$ cat src/rtl/mc_exec_sequencer_if.sv
// Decoder/register-file side bundle of the multi-cycle execute sequencer.
// The master is the pipeline front; the sequencer takes the slave modport.
interface mc_exec_sequencer_if;
  logic       start;
  logic       flush;
  logic       unit_sel;
  logic       mul_long;
  logic [3:0] rd_lo;
  logic [3:0] rd_hi;
  logic [1:0] flag_w;
  logic       mul_done;
  logic       fpu_done;
  logic       mul_start;
  logic       fpu_start;
  logic       we;
  logic [3:0] wa;
  logic [1:0] wd_sel;
  logic [1:0] flag_we;
  logic       stall;
  logic       busy;
  logic       error;

  modport master (
    output start, flush, unit_sel, mul_long, rd_lo, rd_hi, flag_w, mul_done, fpu_done,
    input  mul_start, fpu_start, we, wa, wd_sel, flag_we, stall, busy, error
  );

  modport slave (
    input  start, flush, unit_sel, mul_long, rd_lo, rd_hi, flag_w, mul_done, fpu_done,
    output mul_start, fpu_start, we, wa, wd_sel, flag_we, stall, busy, error
  );
endinterface

$ cat src/rtl/mc_exec_sequencer.sv
// Multi-cycle execute sequencer: issues one long-latency op to the multiplier
// or FPU, waits for done with a timeout, then drives one or two writebacks.
module mc_exec_sequencer #(
  parameter int unsigned TIMEOUT = 64,
  parameter int unsigned CNT_W   = 7
) (
  input logic               clk,
  input logic               reset,
  mc_exec_sequencer_if.slave bus
);

  typedef enum logic [2:0] {
    S_IDLE  = 3'd0,
    S_ISSUE = 3'd1,
    S_WAIT  = 3'd2,
    S_WB_LO = 3'd3,
    S_WB_HI = 3'd4
  } state_t;

  state_t             state_q, state_d;
  logic [CNT_W-1:0]   cnt_q, cnt_d;
  logic               error_q, error_d;
  logic               unit_q, unit_d;
  logic               long_q, long_d;
  logic [3:0]         rd_lo_q, rd_lo_d;
  logic [3:0]         rd_hi_q, rd_hi_d;
  logic [1:0]         flag_w_q, flag_w_d;

  logic               mul_start_s;
  logic               fpu_start_s;
  logic               we_s;
  logic [3:0]         wa_s;
  logic [1:0]         wd_sel_s;
  logic [1:0]         flag_we_s;
  logic               done_s;

  // State and latched-instruction registers.
  always_ff @(posedge clk or posedge reset) begin
    if (reset) begin
      state_q  <= S_IDLE;
      cnt_q    <= '0;
      error_q  <= 1'b0;
      unit_q   <= 1'b0;
      long_q   <= 1'b0;
      rd_lo_q  <= 4'd0;
      rd_hi_q  <= 4'd0;
      flag_w_q <= 2'd0;
    end else begin
      state_q  <= state_d;
      cnt_q    <= cnt_d;
      error_q  <= error_d;
      unit_q   <= unit_d;
      long_q   <= long_d;
      rd_lo_q  <= rd_lo_d;
      rd_hi_q  <= rd_hi_d;
      flag_w_q <= flag_w_d;
    end
  end

  // Next-state and output decode; flush overrides everything at the end.
  always_comb begin
    state_d     = state_q;
    cnt_d       = cnt_q;
    error_d     = error_q;
    unit_d      = unit_q;
    long_d      = long_q;
    rd_lo_d     = rd_lo_q;
    rd_hi_d     = rd_hi_q;
    flag_w_d    = flag_w_q;
    mul_start_s = 1'b0;
    fpu_start_s = 1'b0;
    we_s        = 1'b0;
    wa_s        = 4'd0;
    wd_sel_s    = 2'b00;
    flag_we_s   = 2'b00;
    done_s      = unit_q ? bus.fpu_done : bus.mul_done;

    case (state_q)
      S_IDLE: begin
        if (bus.start && !bus.flush) begin
          unit_d   = bus.unit_sel;
          long_d   = bus.mul_long & ~bus.unit_sel;
          rd_lo_d  = bus.rd_lo;
          rd_hi_d  = bus.rd_hi;
          flag_w_d = bus.flag_w;
          error_d  = 1'b0;
          state_d  = S_ISSUE;
        end else begin
          state_d  = S_IDLE;
        end
      end
      S_ISSUE: begin
        mul_start_s = ~unit_q;
        fpu_start_s = unit_q;
        cnt_d       = '0;
        state_d     = S_WAIT;
      end
      S_WAIT: begin
        // A done arriving on the last permitted cycle still completes.
        if (done_s) begin
          state_d = S_WB_LO;
        end else if (cnt_q == CNT_W'(TIMEOUT - 1)) begin
          error_d = 1'b1;
          state_d = S_IDLE;
        end else begin
          cnt_d   = cnt_q + CNT_W'(1);
        end
      end
      S_WB_LO: begin
        we_s      = 1'b1;
        wa_s      = rd_lo_q;
        wd_sel_s  = unit_q ? 2'b10 : 2'b00;
        flag_we_s = flag_w_q;
        if (long_q) begin
          state_d = S_WB_HI;
        end else begin
          state_d = S_IDLE;
        end
      end
      S_WB_HI: begin
        we_s     = 1'b1;
        wa_s     = rd_hi_q;
        wd_sel_s = 2'b01;
        state_d  = S_IDLE;
      end
      default: begin
        state_d = S_IDLE;
      end
    endcase

    if (bus.flush) begin
      state_d     = S_IDLE;
      error_d     = error_q;
      we_s        = 1'b0;
      flag_we_s   = 2'b00;
      mul_start_s = 1'b0;
      fpu_start_s = 1'b0;
    end else begin
      state_d     = state_d;
    end
  end

  assign bus.mul_start = mul_start_s;
  assign bus.fpu_start = fpu_start_s;
  assign bus.we        = we_s;
  assign bus.wa        = wa_s;
  assign bus.wd_sel    = wd_sel_s;
  assign bus.flag_we   = flag_we_s;
  assign bus.busy      = (state_q != S_IDLE);
  assign bus.error     = error_q;
  // Accept-cycle stall is combinational; held low while reset is asserted.
  assign bus.stall     = (state_q != S_IDLE) |
                         (bus.start & ~bus.flush & (state_q == S_IDLE) & ~reset);

endmodule

$ cat src/flat_wrapper.sv
// flat-port wrapper written by rule: the top's interface ports become plain ports
module mc_exec_sequencer_flat 
#(
  parameter int unsigned TIMEOUT = 64,
  parameter int unsigned CNT_W   = 7
)
  (clk, reset, bus_start, bus_flush, bus_unit_sel, bus_mul_long, bus_rd_lo, bus_rd_hi, bus_flag_w, bus_mul_done, bus_fpu_done, bus_mul_start, bus_fpu_start, bus_we, bus_wa, bus_wd_sel, bus_flag_we, bus_stall, bus_busy, bus_error);
  mc_exec_sequencer_if bus_i ();
  input logic clk;
  input logic reset;
  input wire logic [$bits(bus_i.start)-1:0] bus_start;
  input wire logic [$bits(bus_i.flush)-1:0] bus_flush;
  input wire logic [$bits(bus_i.unit_sel)-1:0] bus_unit_sel;
  input wire logic [$bits(bus_i.mul_long)-1:0] bus_mul_long;
  input wire logic [$bits(bus_i.rd_lo)-1:0] bus_rd_lo;
  input wire logic [$bits(bus_i.rd_hi)-1:0] bus_rd_hi;
  input wire logic [$bits(bus_i.flag_w)-1:0] bus_flag_w;
  input wire logic [$bits(bus_i.mul_done)-1:0] bus_mul_done;
  input wire logic [$bits(bus_i.fpu_done)-1:0] bus_fpu_done;
  output wire logic [$bits(bus_i.mul_start)-1:0] bus_mul_start;
  output wire logic [$bits(bus_i.fpu_start)-1:0] bus_fpu_start;
  output wire logic [$bits(bus_i.we)-1:0] bus_we;
  output wire logic [$bits(bus_i.wa)-1:0] bus_wa;
  output wire logic [$bits(bus_i.wd_sel)-1:0] bus_wd_sel;
  output wire logic [$bits(bus_i.flag_we)-1:0] bus_flag_we;
  output wire logic [$bits(bus_i.stall)-1:0] bus_stall;
  output wire logic [$bits(bus_i.busy)-1:0] bus_busy;
  output wire logic [$bits(bus_i.error)-1:0] bus_error;
  assign bus_i.start = bus_start;
  assign bus_i.flush = bus_flush;
  assign bus_i.unit_sel = bus_unit_sel;
  assign bus_i.mul_long = bus_mul_long;
  assign bus_i.rd_lo = bus_rd_lo;
  assign bus_i.rd_hi = bus_rd_hi;
  assign bus_i.flag_w = bus_flag_w;
  assign bus_i.mul_done = bus_mul_done;
  assign bus_i.fpu_done = bus_fpu_done;
  assign bus_mul_start = bus_i.mul_start;
  assign bus_fpu_start = bus_i.fpu_start;
  assign bus_we = bus_i.we;
  assign bus_wa = bus_i.wa;
  assign bus_wd_sel = bus_i.wd_sel;
  assign bus_flag_we = bus_i.flag_we;
  assign bus_stall = bus_i.stall;
  assign bus_busy = bus_i.busy;
  assign bus_error = bus_i.error;
  mc_exec_sequencer #(.TIMEOUT(TIMEOUT), .CNT_W(CNT_W)) u_core (.clk(clk), .reset(reset), .bus(bus_i));
endmodule
$ cat config.mk
export PLATFORM = sky130hd
export DESIGN_NAME = mc_exec_sequencer_flat
export DESIGN_NICKNAME = d
export VERILOG_FILES = /design/src/rtl/mc_exec_sequencer_if.sv /design/src/rtl/mc_exec_sequencer.sv /design/src/flat_wrapper.sv
export SDC_FILE = /design/constraint.sdc
export NUM_CORES = 1
export LEC_CHECK = 0
export CORE_ASPECT_RATIO = 1.5
export CORE_UTILIZATION = 42
export CTS_CLUSTER_SIZE = 30
export DETAILED_ROUTE_END_ITERATION = 7
export PLACE_DENSITY = 0.77
export SYNTH_ARGS = -nofsm -noshare
export SYNTH_HDL_FRONTEND = slang
export SYNTH_SLANG_ARGS = --single-unit
$ cat constraint.sdc
create_clock -name clk -period 1.6 [get_ports clk]
set_clock_uncertainty 0.15 [all_clocks]
set_input_delay 0.24 -clock clk [delete_from_list [all_inputs] [get_ports clk]]
set_output_delay 0.24 -clock clk [all_outputs]
set_load 0.05 [all_outputs]
======== Word level (Yosys, flattened, before mapping) ========
Cells that the tools add are included.
storage, ports and cells
  flip-flop bits (word level) ............. 23
  bits of input ports ..................... 18
  output and inout port bits .............. 14
  logic and storage cells ................. 63
cells by class
  $add $sub $neg .......................... 1
  eq/ne operators ......................... 10
  mux-type cells .......................... 25
  bitwise gates (word level) .............. 9
  reduce and logical (&&, ||, !) cells .... 10
operators with widths
  kind                                                                     count
  7-bit 2-to-1 mux                                                         2
  7-bit one-hot mux with 2 select lines                                    1
  3-bit 2-to-1 mux                                                         4
  3-bit one-hot mux with 4 select lines                                    1
  1-bit 2-to-1 mux                                                         11
  4-bit one-hot mux with 2 select lines                                    1
  7-bit by 1-bit adder with 7-bit output, second input constant            1
  7-bit by 6-bit == test with 1-bit output, second input constant          1
  3-bit by 2-bit == test with 1-bit output, second input constant          2
  2-bit 2-to-1 mux                                                         3
  5-bit AND reduction                                                      1
  1-bit AND                                                                4
  2-bit by 1-bit inequality test with 1-bit output, second input constant  2
  2-bit inequality test, second input constant                             2
  4-bit by 2-bit inequality test with 1-bit output, second input constant  1
  1-bit NOT                                                                4
  2-bit one-hot mux with 2 select lines                                    1
  2-bit nonzero test                                                       2
  3-bit by 1-bit == test with 1-bit output, second input constant          1
  3-bit == test, second input constant                                     1
  3-bit logical NOT                                                        1
  3-bit AND reduction                                                      1
  3-bit nonzero test                                                       1
  1-bit one-hot mux with 2 select lines                                    1
  other kinds (5)                                                          5

======== Depth between registers and ports, before layout ========
Gate-level depths: netlist of the first run.
  depth in word-level cells ............... 5
  mapped depth ............................ 7

======== Worst setup path before layout of the first run ========
No wires, ideal clock.
  kind .................................... register -> output
  start point ............................. register u_core.state_q[2]
  end point ............................... output port bus_we
  data arrival time ....................... 2.754 ns
  required time ........................... 1.210 ns
  slack ................................... -1.544 ns
  cell stages (with the launch flop) ...... 4
  buffers on the path ..................... 0
  path through ............................ dfrtp_1 nor3b_1 nor2_1 nor2_1
on the way
  word-level cells in the longest chain between the ends .. 4
  elaborated cells between the ends (all ways) .. 5
  those cells by class .................... 2 x eq/ne; 2 x mux; 1 x reduce/logical
RTL lines
  item                                                                       RTL line                  source
  start: declaration                                                         mc_exec_sequencer.sv:20   state_t state_q, state_d;
  start signal: assignment                                                   mc_exec_sequencer.sv:49   state_q <= state_d;
  3-bit == test or 3-bit by 2-bit == test with 1-bit output (tied branches)  mc_exec_sequencer.sv:78   case (state_q)
  2-bit OR reduction (no line) *                                             --
  1-bit 2-to-1 mux *                                                         mc_exec_sequencer.sv:78
  1-bit 2-to-1 mux *                                                         mc_exec_sequencer.sv:131  if (bus.flush) begin
  end: declaration                                                           flat_wrapper.sv:22        output wire logic [$bits(bus_i.we)-1:0] bus_we;
Every way passes the cells marked *; elsewhere a longest branch is shown, timed or not.

======== Worst setup path after layout of the first run ========
  start point ............................. register u_core.state_q[2]
  end point ............................... output port bus_wa[1]
on the way
  word-level cells in the longest chain between the ends .. 2
  elaborated cells between the ends (all ways) .. 3
  those cells by class .................... 2 x eq/ne; 1 x mux
RTL lines
  item                                                                       RTL line                 source
  3-bit == test or 3-bit by 2-bit == test with 1-bit output (tied branches)  mc_exec_sequencer.sv:78
  4-bit one-hot mux with 2 select lines *                                    mc_exec_sequencer.sv:78
  end: declaration                                                           flat_wrapper.sv:23       output wire logic [$bits(bus_i.wa)-1:0] bus_wa;
Marks and branches as above.

==> flow_metrics.env, run 1 <==
export IMPL_boundaryPins=32
export IMPL_reg2regPathDepth=6
export IMPL_start_kind="register"
export IMPL_ant_nets=0
export IMPL_synthTopCellsByArea="dfrtp_1 (47%), mux2_4 (7.4%), mux2_2 (4.6%)"
export IMPL_cts_buffers=3
export IMPL_cts_sinks=23
export IMPL_grt_max_degree=24
export IMPL_cts_root_buf="clkbuf_8"
export IMPL_nNetsFinal=194
export IMPL_violations="negative setup slack"
export IMPL_fin_ws_ns=-0.3427
export IMPL_slew_violations=0
export IMPL_synth_xor_area_share_pct=0.7179
export IMPL_synth_top_family_by_area="simple AND/OR/NAND/NOR gates"
export IMPL_yosysSeqAreaShare_pct=47.18
export IMPL_place_area_um2=1924
export IMPL_syn2layout_area_growth_pct=83.69
export IMPL_drc=0
export IMPL_muxShareOfSynthArea_pct=14.56
export IMPL_crit_path_end_kind="output pin"
export IMPL_hold_buffers=0
export IMPL_grt_pass1_vias=1214
export IMPL_yosys_warnings=0
export IMPL_drive_above_1_share_pct=56.90
export IMPL_ys_ff_latch=23
export IMPL_worst_endpoint_required_ns=1.21
export IMPL_cp_max_fo=5
export IMPL_synth_compound_area_share_pct=11.38
export IMPL_ys_flop_type="dfrtp_1"
export IMPL_worst_pin_slew_ns=0.3706
export IMPL_finalSetupViolCount=34
export IMPL_timing_final_hold_violations=0
export IMPL_reg2reg_to="u_core.rd_lo_q[1]"
export IMPL_post_dp_hpwl_um=2079
export IMPL_vias=1129
export IMPL_reg2reg_from="u_core.state_q[2]"
export IMPL_synthCells=106
export IMPL_max_freq_mhz=514.7
export IMPL_clockBufferDepth=2
export IMPL_finalCritPeriodShare_pct=121.4
export IMPL_fp_coreArea_um2=2705
export IMPL_final_setup_tns_ns=-8.750
export IMPL_drt_iter0_markers=32
export IMPL_relSlewSlack_pct=75.27
export IMPL_cp_arrival_ns=1.55
export IMPL_detail_route_wl_per_cell_um=17.85
export IMPL_synth_edf_count=0
export IMPL_initial_core_util_pct=45.10
export IMPL_drtPass1Iterations=4
export IMPL_dieArea_um2=3129
export IMPL_path_class="reg2out"
export IMPL_yosys_area_top_type="dfrtp_1"
export IMPL_diodes=0
export IMPL_antenna_found_initial=0
export IMPL_avgViaCountPerCell=5.351
export IMPL_power_density_nw_per_um2=957.6
export IMPL_holdCritPathClass="in2async"
export IMPL_synth_cell_types=37
export IMPL_grt_ovfl_total=0
export IMPL_final_area_um2=2241
export IMPL_clkSlewWorstSetupHoldPaths_ns=0.09
export IMPL_rrSetupSlack_ns=-0.29
export IMPL_cts_max_level=1
export IMPL_yosys_area_share_simple_pct=21.13
export IMPL_syn_area_per_cell_um2=11.51
export IMPL_chipHeight_um=68.01
export IMPL_place_congestion=0.8084
export IMPL_row_count=23
export IMPL_power_leakage_uw=0.001014
export IMPL_ir_drop_v=0.0006371
export IMPL_cts_tree="built"
export IMPL_layout_min_cycle_time_ns=1.943
export IMPL_grt_pass1_wl_um=5595
export IMPL_synthAdderAreaFrac_pct=1.026
export IMPL_synth_async_reset_ratio_pct=100.0
export IMPL_fp_dieW_um=46.01
export IMPL_netlist_area_um2=1220
export IMPL_insertion_delay_ns=0.28
export IMPL_port_buffers=31
export IMPL_drv_cap=0
export IMPL_grt_usage_pct=24.62
export IMPL_synth_top_area_share_pct=47.18
export IMPL_syn_nets=125
export IMPL_rsz0062_at_grt="yes"
export IMPL_drt_total_wl_um=3767
export IMPL_outcome="finished with violations"
-- layer usage --
metal,GRT usage (%),part of all wire (%),vias to the layer above
li1,-,-,516
met1,29.75,38,557
met2,42.78,56,50
met3,4.485,4.5,6
met4,8.088,1.2,0
met5,0,0,-
-- cells in the final DEF (no fill, tap or decap), types with 5 or more instances in the layout --
cell,count
a31oi_1,5
mux2_4,7
buf_12,14
mux2_2,5
dfrtp_1,20
nand2_1,6
buf_4,20
buf_6,15
clkdlybuf4s50_1,17
-- synthesized netlist by cell type (2+ instances only) --
| library cell | count |
|---|---|
| nand2b_1 | 2 |
| a31oi_1 | 5 |
| or2b_1 | 3 |
| and3b_1 | 2 |
| nor2b_1 | 2 |
| a22o_1 | 4 |
| o21ai_0 | 2 |
| mux2i_1 | 2 |
| inv_1 | 4 |
| nor2_1 | 6 |
| mux2_2 | 5 |
| and2_1 | 4 |
| nand2_1 | 7 |
| a21oi_1 | 4 |
| and3_1 | 3 |
| mux2_4 | 6 |
| a21boi_1 | 2 |
| dfrtp_1 | 23 |
| nor3b_1 | 2 |
-- final cells by class --
cell class / instances / area [µm²]
timing repair buffer: 67 / 784.5
multi-input combinational: 75 / 763.2
sequential: 23 / 579.3
fill: 140 / 464.2
tap: 37 / 46.29
clock buffer: 3 / 41.29
inverter: 5 / 21.27
clock inverter: 1 / 5.005
-- cells by family (layout without fill, tap and decap cells) --
family          count (synthesis)  count (layout)
simple gates                   38              38
flops                          23              23
compound gates                 21              21
mux                            14              14
buf+inv                         8              76
fa+ha+maj                       1               1
xor+xnor                        1               1
-- repair_timing --
action                     CTS  global route
setup buffers                9             3
gates resized for setup     31            11
pin swaps                   16             9
setup endpoints to repair   31            35
cloned                       0             0
-- where the power goes --
group          internal (µW)  total, µW  leakage, µW  switching, µW
logic                    533        928     0.000701            395
clock network            175        388    0.0000255            213
registers                714        829     0.000288            115
-- how the worst max path moves through the flow --
| stage | startpoint | to | depth (start not counted) |
|---|---|---|---|
| after floorplan | u_core.state_q[2] | bus_wa[0] | 2 |
| after global placement | bus_flush | u_core.rd_lo_q[1] | 5 |
| after detailed placement | bus_fpu_done | u_core.cnt_q[1] | 5 |
| after CTS | u_core.state_q[2] | bus_flag_we[1] | 5 |
| after global routing | u_core.state_q[2] | bus_we | 6 |
| final | u_core.state_q[2] | bus_wa[1] | 5 |
-- flip-flops by register name, indices dropped and copies added (netlist names) --
signal            flops
u_core.rd_hi_q        4
u_core.bus.error      1
u_core.long_q         1
u_core.rd_lo_q        4
u_core.cnt_q          7
u_core.unit_q         1
u_core.flag_w_q       2
u_core.state_q        3
-- through the flow --
step	hold WS, ns	total power [µW]	utilization (%)	std cells	setup WS, ns
after floorplan	0.09171	1240	-	106	-0.3008
after CTS	0.2209	2043	79.69	209	-0.3201
after detailed placement	0.3303	1551	71.14	197	-0.2373
after global placement	0.3198	1519	71.14	197	-0.1926
after global routing	0.2757	2228	82.84	211	-0.3690
final	0.2409	2146	82.84	211	-0.3427
-- critical path, stage by stage, from the launching register on --
cell,delay (ns)
dfrtp_2,0.40
buf_6,0.10
and3b_2,0.22
buf_6,0.15
a22o_4,0.25
buf_12,0.14
(Power assumes the default switching activity.)
==> run 2, diff against run 1 <==
Settings changed: GPL_TIMING_DRIVEN set to 0.
==> run 2 against run 1 <==
Against the previous run:
- register-to-register slack worse by 0.05 ns
- largest power group unchanged
- via count is 5.7% lower
- count of clock-buffer cells in the layout unchanged
- global-route usage decreased by 2.9 points
- the flow still finishes with violations (negative setup slack)
- largest cell class is now multi-input gates
- hold slack better by 0.11 ns
==> flow_metrics.env, run 2 (same netlist as run 1, synthesis figures left out) <==
export IMPL_cts_sinks=23
export IMPL_port_buffers=31
export IMPL_nNetsFinal=189
export IMPL_drv_cap=0
export IMPL_fp_coreArea_um2=2705
export IMPL_slew_violations=0
export IMPL_crit_buf_inv=1
export IMPL_power_density_nw_per_um2=989.0
export IMPL_rsz0062_at_grt="yes"
export IMPL_boundaryPins=32
export IMPL_grt_max_degree=24
export IMPL_grt_pass1_vias=1103
export IMPL_crit_path_end_kind="output pin"
export IMPL_cts_buffers=3
export IMPL_crit_slowest_cell="dfrtp_2"
export IMPL_start_kind="register"
export IMPL_holdCritPathClass="in2async"
export IMPL_place_area_um2=1642
export IMPL_drt_total_wl_um=3461
export IMPL_power_leakage_uw=0.0009733
export IMPL_fp_dieW_um=46.01
export IMPL_outcome="finished with violations"
export IMPL_top_regs="u_core.cnt_q: 7 flops, u_core.rd_hi_q: 4 flops, u_core.rd_lo_q: 4 flops"
export IMPL_drive_above_1_share_pct=59.17
export IMPL_largest_reg_flops=7
export IMPL_dieArea_um2=3129
export IMPL_mostFrequentLayoutCells="buf_6 (24), dfrtp_1 (19), clkdlybuf4s50_1 (16)"
export IMPL_grt_usage_pct=21.73
export IMPL_drt_iter0_markers=21
export IMPL_syn2layout_area_growth_pct=78.05
export IMPL_relSlewSlack_pct=40.73
export IMPL_initial_core_util_pct=45.10
export IMPL_violations="negative setup slack"
export IMPL_multi_input_area_um2=793.3
export IMPL_cp_cell_sequence="and3b_2 -> nor2b_4 -> and2_4 -> buf_8"
export IMPL_layout_min_cycle_time_ns=1.944
export IMPL_cts_max_level=1
export IMPL_top_register="u_core.cnt_q"
export IMPL_avgViaCountPerCell=5.170
export IMPL_worst_endpoint_required_ns=1.21
export IMPL_drc=0
export IMPL_chipHeight_um=68.01
export IMPL_whs_ns=0.3468
export IMPL_detail_route_wl_per_cell_um=16.80
export IMPL_pre_cts_slack_ns=-0.8116
export IMPL_grt_ovfl_total=0
export IMPL_finalSetupViolCount=34
export IMPL_fillCellCount=157
export IMPL_drtPass1Iterations=4
export IMPL_fin_ws_ns=-0.3442
export IMPL_path_class="reg2out"
export IMPL_cts_tree="built"
export IMPL_cp_arrival_ns=1.55
export IMPL_ir_drop_v=0.0006928
export IMPL_cp_max_fo=7
export IMPL_grt_pass1_wl_um=4926
export IMPL_post_route_util_pct=80.30
export IMPL_row_count=23
export IMPL_worst_pin_slew_ns=0.8881
export IMPL_max_freq_mhz=514.3
export IMPL_clkSlewWorstSetupHoldPaths_ns=0.09
export IMPL_timing_final_hold_violations=0
export IMPL_final_area_um2=2172
export IMPL_diodes=0
export IMPL_slowest_delay_ns=0.44
export IMPL_clockBufferDepth=2
export IMPL_vias=1065
export IMPL_place_congestion=0.7935
export IMPL_ant_nets=0
export IMPL_seq_area_um2=580.6
export IMPL_finalCritPeriodShare_pct=121.5
export IMPL_post_dp_hpwl_um=1951
export IMPL_layout_commonest_cell="buf_6"
export IMPL_path_delay_family="simple AND/OR/NAND/NOR gates"
export IMPL_antenna_found_initial=0
export IMPL_insertion_delay_ns=0.27
export IMPL_cts_root_buf="clkbuf_8"
[run 2: per-stage QoR]
| step | total power [µW] | instances | setup TNS [ns] |
|---|---|---|---|
| after floorplan | 1240 | 106 | -4.138 |
| after global placement | 1386 | 174 | -15.68 |
| after detailed placement | 1416 | 174 | -17.01 |
| after CTS | 1894 | 195 | -7.598 |
| after global routing | 2247 | 206 | -11.41 |
| final | 2148 | 206 | -9.493 |
[run 2: final timing paths]
path,startpoint,to,slack (ns),cells after the start
max in group asynchronous,reset,u_core.cnt_q[3],0.34,2
min in group clk,bus_mul_long,u_core.long_q,0.37,3
worst min-delay path,reset,u_core.rd_lo_q[3],0.35,2
worst max-delay path,u_core.state_q[2],bus_flag_we[0],-0.34,4
worst min register to register,u_core.long_q,u_core.long_q,0.37,2
worst max register to register,u_core.state_q[2],u_core.rd_hi_q[3],-0.34,7
[run 2: repair_timing]
| action | CTS | global route |
|---|---|---|
| hold buffers | 0 | 0 |
| hold endpoints to repair | 0 | 0 |
| buffers inserted | 17 | 13 |
| setup endpoints to repair | 36 | 36 |
| gates resized for setup | 106 | 43 |
| pin swaps | 5 | 10 |
[run 2: area by class of cell]
class	count	area share (%)
multi-input combinational	75	36.52
tap	37	2.131
clock buffer	3	1.901
timing repair buffer	60	30.07
buffer	2	1.440
inverter	5	0.9793
clock inverter	1	0.2304
sequential	23	26.73
[run 2: metal layers]
metal  vias up  global-route usage [%]  routed length, µm
li1        501                       -                  -
met1       515                   26.72               1350
met2        38                   37.50               1891
met3        11                   2.639                 95
met4         0                   8.456                124
met5         -                       0                  0
[run 2: report_power, final]
part	total [µW]	internal, µW	switching (µW)
Clock	378	175	203
Combinational	931	529	402
Sequential	839	714	125
Total	2150	1420	730
[run 2: worst register-to-register path, cell delays in order, from the launching register on]
cell and delay, ns:
dfrtp_2 0.44, buf_12 0.14, nor3_4 0.25, inv_4 0.05, or2_1 0.23, buf_6 0.14
buf_12 0.14, mux2_4 0.30
